[src/rtl/stack_arb_if.sv]
// stack_arb_if -- bundle of the writeback, debug and stack-update signals
// shared between the stack port arbiter and its surroundings.
// The slave modport is the arbiter's view; the master modport is the view
// of whoever drives the writeback/debug requests and consumes the results.
interface stack_arb_if;
    // Writeback stage request
    logic        wb_push;
    logic [10:0] wb_to_pop;
    logic [34:0] wb_to_push;

    // Debug requester
    logic        dbg_req;
    logic        dbg_push;
    logic [10:0] dbg_to_pop;
    logic [34:0] dbg_to_push;
    logic        dbg_ack;

    // Registered stack update port and pipeline control
    logic        st_push;
    logic [10:0] st_to_pop;
    logic [34:0] st_to_push;
    logic        stall_pipe;

    // Statistics
    logic [15:0] grant_cnt;
    logic [15:0] force_cnt;

    modport slave (
        input  wb_push, wb_to_pop, wb_to_push,
        input  dbg_req, dbg_push, dbg_to_pop, dbg_to_push,
        output dbg_ack,
        output st_push, st_to_pop, st_to_push, stall_pipe,
        output grant_cnt, force_cnt
    );

    modport master (
        output wb_push, wb_to_pop, wb_to_push,
        output dbg_req, dbg_push, dbg_to_pop, dbg_to_push,
        input  dbg_ack,
        input  st_push, st_to_pop, st_to_push, stall_pipe,
        input  grant_cnt, force_cnt
    );
endinterface

[src/rtl/stack_arb.sv]
// stack_arb -- arbitrates the single stack update port between the
// writeback stage (always wins) and a debug requester. A debug request that
// is starved by writeback traffic for STARVE_LIMIT busy cycles forces a
// pipeline stall so writeback eventually goes idle and debug gets through.
//
// Optional feature: define STACK_ARB_STATS_EN to build saturating 16-bit
// grant / forced-stall statistics counters. Without it both counters read 0
// and no counter flops are built.
module stack_arb #(
    parameter int unsigned STARVE_LIMIT = 8
) (
    input  logic        clk,
    input  logic        rst_b,
    stack_arb_if.slave  bus
);

    typedef enum logic [1:0] {
        IDLE  = 2'd0,
        WAIT  = 2'd1,
        FORCE = 2'd2,
        ACK   = 2'd3
    } state_t;

    localparam logic [7:0] LIMIT = 8'(STARVE_LIMIT);

    state_t      state;
    logic [7:0]  starve_cnt;
    logic [8:0]  cnt_inc;

    logic        st_push_q;
    logic [10:0] st_to_pop_q;
    logic [34:0] st_to_push_q;
    logic        dbg_ack_q;
    logic        stall_q;

    logic        wb_busy;
    logic        dbg_sel;
    logic        force_entry;

    // Decode writeback activity, debug selection and entry into FORCE.
    always_comb begin
        wb_busy     = bus.wb_push | (bus.wb_to_pop != 11'd0);
        cnt_inc     = {1'b0, starve_cnt} + 9'd1;
        // Debug is only picked when writeback leaves the port free; the ACK
        // cycle ignores dbg_req so a still-high request is not granted twice.
        dbg_sel     = !wb_busy && bus.dbg_req && (state != ACK);
        // A limit of 1 means the very first busy cycle already exhausts it.
        force_entry = bus.dbg_req && wb_busy &&
                      (((state == IDLE) && (LIMIT <= 8'd1)) ||
                       ((state == WAIT) && (cnt_inc >= {1'b0, LIMIT})));
    end

    // Arbitration FSM with the registered stack port, dbg_ack and stall.
    always_ff @(posedge clk or negedge rst_b) begin
        if (!rst_b) begin
            state        <= IDLE;
            starve_cnt   <= 8'd0;
            st_push_q    <= 1'b0;
            st_to_pop_q  <= 11'd0;
            st_to_push_q <= 35'd0;
            dbg_ack_q    <= 1'b0;
            stall_q      <= 1'b0;
        end else begin
            // Stack port: writeback has absolute priority, then debug,
            // otherwise a no-op with the data bus left unchanged.
            if (wb_busy) begin
                st_push_q    <= bus.wb_push;
                st_to_pop_q  <= bus.wb_to_pop;
                st_to_push_q <= bus.wb_to_push;
            end else if (dbg_sel) begin
                st_push_q    <= bus.dbg_push;
                st_to_pop_q  <= bus.dbg_to_pop;
                st_to_push_q <= bus.dbg_to_push;
            end else begin
                st_push_q    <= 1'b0;
                st_to_pop_q  <= 11'd0;
            end

            // dbg_ack coincides with the debug op appearing on st_*.
            dbg_ack_q <= dbg_sel;
            stall_q   <= 1'b0;

            case (state)
                IDLE: begin
                    if (bus.dbg_req) begin
                        if (!wb_busy) begin
                            state <= ACK;
                        end else if (force_entry) begin
                            state      <= FORCE;
                            starve_cnt <= 8'd1;
                            stall_q    <= 1'b1;
                        end else begin
                            state      <= WAIT;
                            starve_cnt <= 8'd1;
                        end
                    end
                end
                WAIT: begin
                    if (!bus.dbg_req) begin
                        state      <= IDLE;
                        starve_cnt <= 8'd0;
                    end else if (!wb_busy) begin
                        state <= ACK;
                    end else begin
                        starve_cnt <= cnt_inc[7:0];
                        if (force_entry) begin
                            state   <= FORCE;
                            stall_q <= 1'b1;
                        end
                    end
                end
                FORCE: begin
                    if (!bus.dbg_req) begin
                        state      <= IDLE;
                        starve_cnt <= 8'd0;
                    end else if (!wb_busy) begin
                        state <= ACK;
                    end else begin
                        stall_q <= 1'b1;
                    end
                end
                ACK: begin
                    state      <= IDLE;
                    starve_cnt <= 8'd0;
                end
                default: begin
                    state      <= IDLE;
                    starve_cnt <= 8'd0;
                end
            endcase
        end
    end

    assign bus.st_push    = st_push_q;
    assign bus.st_to_pop  = st_to_pop_q;
    assign bus.st_to_push = st_to_push_q;
    assign bus.dbg_ack    = dbg_ack_q;
    assign bus.stall_pipe = stall_q;

`ifdef STACK_ARB_STATS_EN
    logic [15:0] grant_q;
    logic [15:0] force_q;

    // Increment that sticks at all-ones instead of wrapping.
    function automatic logic [15:0] sat_inc16(input logic [15:0] v);
        return (v == 16'hFFFF) ? v : v + 16'd1;
    endfunction

    // Statistics: one grant per ACK cycle, one force per entry into FORCE.
    always_ff @(posedge clk or negedge rst_b) begin
        if (!rst_b) begin
            grant_q <= 16'd0;
            force_q <= 16'd0;
        end else begin
            if (state == ACK) begin
                grant_q <= sat_inc16(grant_q);
            end
            if (force_entry) begin
                force_q <= sat_inc16(force_q);
            end
        end
    end

    assign bus.grant_cnt = grant_q;
    assign bus.force_cnt = force_q;
`else
    assign bus.grant_cnt = 16'd0;
    assign bus.force_cnt = 16'd0;
`endif

endmodule

[src/flat_wrapper.sv]
// flat-port wrapper written by rule: the top's interface ports become plain ports
module stack_arb_flat 
#(
    parameter int unsigned STARVE_LIMIT = 8
)
  (clk, rst_b, bus_wb_push, bus_wb_to_pop, bus_wb_to_push, bus_dbg_req, bus_dbg_push, bus_dbg_to_pop, bus_dbg_to_push, bus_dbg_ack, bus_st_push, bus_st_to_pop, bus_st_to_push, bus_stall_pipe, bus_grant_cnt, bus_force_cnt);
  stack_arb_if bus_i ();
  input  logic clk;
  input  logic rst_b;
  input wire logic [$bits(bus_i.wb_push)-1:0] bus_wb_push;
  input wire logic [$bits(bus_i.wb_to_pop)-1:0] bus_wb_to_pop;
  input wire logic [$bits(bus_i.wb_to_push)-1:0] bus_wb_to_push;
  input wire logic [$bits(bus_i.dbg_req)-1:0] bus_dbg_req;
  input wire logic [$bits(bus_i.dbg_push)-1:0] bus_dbg_push;
  input wire logic [$bits(bus_i.dbg_to_pop)-1:0] bus_dbg_to_pop;
  input wire logic [$bits(bus_i.dbg_to_push)-1:0] bus_dbg_to_push;
  output wire logic [$bits(bus_i.dbg_ack)-1:0] bus_dbg_ack;
  output wire logic [$bits(bus_i.st_push)-1:0] bus_st_push;
  output wire logic [$bits(bus_i.st_to_pop)-1:0] bus_st_to_pop;
  output wire logic [$bits(bus_i.st_to_push)-1:0] bus_st_to_push;
  output wire logic [$bits(bus_i.stall_pipe)-1:0] bus_stall_pipe;
  output wire logic [$bits(bus_i.grant_cnt)-1:0] bus_grant_cnt;
  output wire logic [$bits(bus_i.force_cnt)-1:0] bus_force_cnt;
  assign bus_i.wb_push = bus_wb_push;
  assign bus_i.wb_to_pop = bus_wb_to_pop;
  assign bus_i.wb_to_push = bus_wb_to_push;
  assign bus_i.dbg_req = bus_dbg_req;
  assign bus_i.dbg_push = bus_dbg_push;
  assign bus_i.dbg_to_pop = bus_dbg_to_pop;
  assign bus_i.dbg_to_push = bus_dbg_to_push;
  assign bus_dbg_ack = bus_i.dbg_ack;
  assign bus_st_push = bus_i.st_push;
  assign bus_st_to_pop = bus_i.st_to_pop;
  assign bus_st_to_push = bus_i.st_to_push;
  assign bus_stall_pipe = bus_i.stall_pipe;
  assign bus_grant_cnt = bus_i.grant_cnt;
  assign bus_force_cnt = bus_i.force_cnt;
  stack_arb #(.STARVE_LIMIT(STARVE_LIMIT)) u_core (.clk(clk), .rst_b(rst_b), .bus(bus_i));
endmodule
[config.mk]
export PLATFORM = sky130hd
export DESIGN_NAME = stack_arb_flat
export DESIGN_NICKNAME = d
export VERILOG_FILES = /design/src/rtl/stack_arb_if.sv /design/src/rtl/stack_arb.sv /design/src/flat_wrapper.sv
export SDC_FILE = /design/constraint.sdc
export NUM_CORES = 1
export LEC_CHECK = 0
export BUFFER_PORTS_ARGS = -buffer_cell sky130_fd_sc_hd__buf_4
export CORE_MARGIN = 3
export CORE_UTILIZATION = 45
export CTS_CLUSTER_SIZE = 24
export DETAILED_ROUTE_END_ITERATION = 10
export PLACE_DENSITY = 0.82
export SLEW_MARGIN = 20
export SYNTH_ARGS = -nofsm -noshare
export SYNTH_HDL_FRONTEND = slang
export SYNTH_SLANG_ARGS = --single-unit
[constraint.sdc]
create_clock -name clk -period 2.45 [get_ports clk]
set_clock_uncertainty 0.05 [all_clocks]
set_input_delay 0.245 -clock clk [delete_from_list [all_inputs] [get_ports clk]]
set_output_delay 0.245 -clock clk [all_outputs]
set_load 0.02 [all_outputs]
==> impl_metrics.csv <==
group,metric,value,unit
outcome,outcome,"finished, final reports clean",
clock_tree,cts-root-to-sink-buffers,2,
final_layout,n_fill_cell,539,
critical_path,cpMaxStageDelayCell,"dfrtp_1",
critical_path,worst_path_cell_trace,"ha_1 > and3_1 > or4_1 > a32oi_1 > a32o_1",
clock_tree,cts_hold_repair.buffers,1,
clock_tree,postCtsSetupBuffers,0,
logic_synthesis,synth_top_cell_by_area,"dfrtp_1",
power_and_ir_drop,pwr_total,2.38,mW
logic_synthesis,post_synth.cell_area_avg,8.65,um^2
floorplanning,boundaryPins,178,
critical_path,critical_path.startpoint_type,"flip-flop",
logic_synthesis,yosys_register_bits,59,
global_route,grt_overflow_total,0,
final_layout,areaGrowthSynthToFinish,37.9,%
logic_synthesis,seq_area_frac_synth,46.5,%
global_route,grt_util_all_layers,22.2,%
timing,postLayoutSetupSlackWorst,0.384,ns
critical_path,crit_required,2.67,ns
clock_tree,postCtsResizedCells,0,
timing,worst-slew-pin-transition,0.743,ns
critical_path,worst_setup_path_end_kind,"flip-flop",
floorplanning,initial_core_utilization,48.1,%
floorplanning,core.rowCount,29,
clock_tree,cts.clk_slew.worst_paths,0.07,ns
clock_tree,h_tree_lvls,3,
power_and_ir_drop,leakage_power_of_the_design,2.23,nW
final_layout,most_common_cell_after_layout_fill_and_taps_aside,"buf_4",
logic_synthesis,synth_area_leaders,"dfrtp_1 (47%), nand2_1 (10%), buf_4 (8.0%)",
final_layout,most-common-layout-cells,"buf_4 (147), nand2_1 (86), dfrtp_1 (59), nor2_1 (40), a31oi_1 (38)",
critical_path,worstPathMaxFanout,7,
logic_synthesis,ys_warn_count,0,
logic_synthesis,synth_top_flop_cell,"dfrtp_1",
timing,setup_tns,0,ns
global_route,grt_first_pass_wirelength,14.6,mm
logic_synthesis,synth_cells,367,
final_layout,sequential_cell_area,0.00148,mm^2
logic_synthesis,synth_top_cell_area_share,46.5,%
timing,max_slew_margin,50.4,%
drt,drt-initial-drc-count,258,
place,pre_cts_ws,0.500,ns
final_layout,final_core_util,66.3,%
critical_path,cp_max_stage_delay,0.45,ns
final_layout,multiInputGateArea,0.00145,mm^2
floorplanning,fp.coreArea,0.00660,mm^2
global_route,pin_count_of_the_biggest_net_entering_global_routing,71,
run,max-cap-violations,0,
critical_path,worstPathArrival,2.29,ns
logic_synthesis,syn-cell-area,0.00317,mm^2
clock_tree,clk_latency,0.33,ns
global_route,grt_antenna_before_repair,0,
logic_synthesis,ys_async_sr_fraction,100,%
logic_synthesis,yosysUniqueCellTypes,45,
timing,final_period_minus_worst_setup_slack,2.07,ns
power_and_ir_drop,power.density,544,mW/mm^2
critical_path,critPathBufInv,0,
timing,setup_viol_count_final,0,
timing,finalMaxSlewViolations,0,
critical_path,r2r_setup_slack,0.38,ns
min_path,worstHoldPathType,"in2reg",
clock_tree,clock_tree.root_cell,"clkbuf_8",
clock_tree,number_of_clock_buffers_inserted_by_tritoncts,9,
critical_path,worst_setup_path_type,"reg2reg",
logic_synthesis,synth-edff-count,0,
timing,post-route-period-util,84.3,%
timing,finalHoldViolations,0,
critical_path,critPathTopFamily,"simple AND/OR/NAND/NOR gates",
final_layout,antenna_cells,0,
drt,drt-total-wl,8.95,mm
floorplanning,floorplan.die_area,0.00810,mm^2
drt,via_count,3059,
place,dp_hpwl,6.41,mm
timing,max_freq,484,MHz
drt,ant_nets_after_route,0,
global_route,via_count_of_the_first_global_routing_pass,2914,
place,numPortBuffers,145,
floorplanning,die-width,90.0,um
drt,detail_route.vias_per_cell,5.12,
drt,remaining_drc_errors,0,
timing,grt_setup_unrepaired,"false",
final_layout,fraction_of_layout_instances_using_a_drive_strength_above_1,33.5,%
floorplanning,die_height,90.0,um
drt,route.detailed.wl_per_inst,15.0,um
place,final_wtd_congestion,0.883,
drt,drt_pre_antenna_iters,5,
clock_tree,cts_tree,"built",
final_layout,final_nets,598,
power_and_ir_drop,worst_ir_drop_vdd,0.339,mV
clock_tree,tritoncts_num_sinks,59,
cell families (layout without fill, tap and decap cells):
group | after synthesis | in the layout | share of synthesized area (%)
AND/OR/NAND/NOR | 162 | 162 | 22.8
multiplexers | 3 | 3 | 0.946
flip-flops | 59 | 59 | 46.5
adder cells (fa/ha/maj) | 2 | 2 | 0.788
XOR/XNOR | 2 | 2 | 0.552
buffers and inverters | 60 | 166 | 11.4
other | 1 | 32 | 0.118
AO/OA/AOI/OAI | 78 | 78 | 16.9
worst reg2reg max path, delay by kind of cell, from the launching register on:
family,cells,cell delay [ns]
DFF,1,0.45
adders and majority gates,1,0.29
AOI/OAI and AO/OA,2,0.54
and+or+nand+nor,2,0.69
per-layer routing:
| metal | up-vias | global-route usage (%) | share of wire, % |
|---|---|---|---|
| met4 | 0 | 8.55 | 2.3 |
| met2 | 170 | 37.5 | 49 |
| met1 | 1398 | 27.4 | 40 |
| met3 | 23 | 5.43 | 9.3 |
| met5 | - | 0 | 0 |
| li1 | 1468 | - | - |
stage by stage:
| step | area [um^2] | instances | hold slack [ns] |
|---|---|---|---|
| final | 4380 | 597 | 0.0473 |
| after global routing | 4380 | 597 | 0.0514 |
| after CTS | 4380 | 597 | 0.0402 |
| after detailed placement | 4170 | 580 | 0.317 |
| after global placement | 4170 | 580 | 0.312 |
| after floorplan | 3290 | 398 | -0.101 |
cell type report:
| cell class | count | area share (%) |
|---|---|---|
| Clock inverter | 5 | 1.20 |
| Sequential cell | 59 | 33.7 |
| Timing Repair Buffer | 149 | 25.9 |
| Clock buffer | 11 | 3.23 |
| Inverter | 1 | 0.0857 |
| Tap cell | 93 | 2.66 |
| Multi-Input combinational cell | 279 | 33.2 |
report_power, final:
| part | internal, mW | total (mW) | switching, mW |
|---|---|---|---|
| clock | 0.492 | 0.876 | 0.384 |
| sequential | 1.03 | 1.07 | 0.0480 |
| combinational | 0.204 | 0.430 | 0.226 |
| total | 1.72 | 2.38 | 0.658 |
path summary, 6_finish.rpt:
path	cells after the start	startpoint	end
hold reg to reg	2	u_core.bus.st_to_push[3]$_DFFE_PN0P_	u_core.bus.st_to_push[3]$_DFFE_PN0P_
setup reg to reg	5	u_core.starve_cnt[0]$_DFFE_PN0P_	u_core.state[0]$_DFFE_PN0P_
min in group asynchronous	2	rst_b	u_core.starve_cnt[6]$_DFFE_PN0P_
hold / removal	2	bus_wb_to_pop[3]	u_core.bus.st_to_pop[3]$_DFF_PN0_
setup / recovery	5	u_core.starve_cnt[0]$_DFFE_PN0P_	u_core.state[0]$_DFFE_PN0P_
max in group asynchronous	2	rst_b	u_core.bus.st_to_push[34]$_DFFE_PN0P_
cells in the mapped netlist, types with 2 or more instances:
cell type / n
a31oi_1: 38
clkbuf_1: 19
buf_4: 34
nand3b_1: 2
o21ai_1: 2
and3_1: 3
mux2i_1: 3
a21o_1: 16
nor2_1: 40
or2_1: 3
nand2b_1: 2
o21a_1: 2
or4_1: 2
nand4_1: 4
xnor2_1: 2
o21ai_0: 4
nor2b_1: 3
buf_2: 6
nand2_1: 86
ha_1: 2
dfrtp_1: 59
nor3_1: 2
nand3_1: 6
nor4_2: 3
o211ai_1: 4
registers in the layout, summed over array words and instances, names as in the netlist:
signal                 cells
u_core.bus.st_to_push     35
u_core.bus.st_to_pop      11
u_core.starve_cnt          8
u_core.state               2
u_core.bus.dbg_ack         1
u_core.bus.st_push         1
u_core.bus.stall_pipe      1
Note: power is estimated with default switching activity, not from simulation.
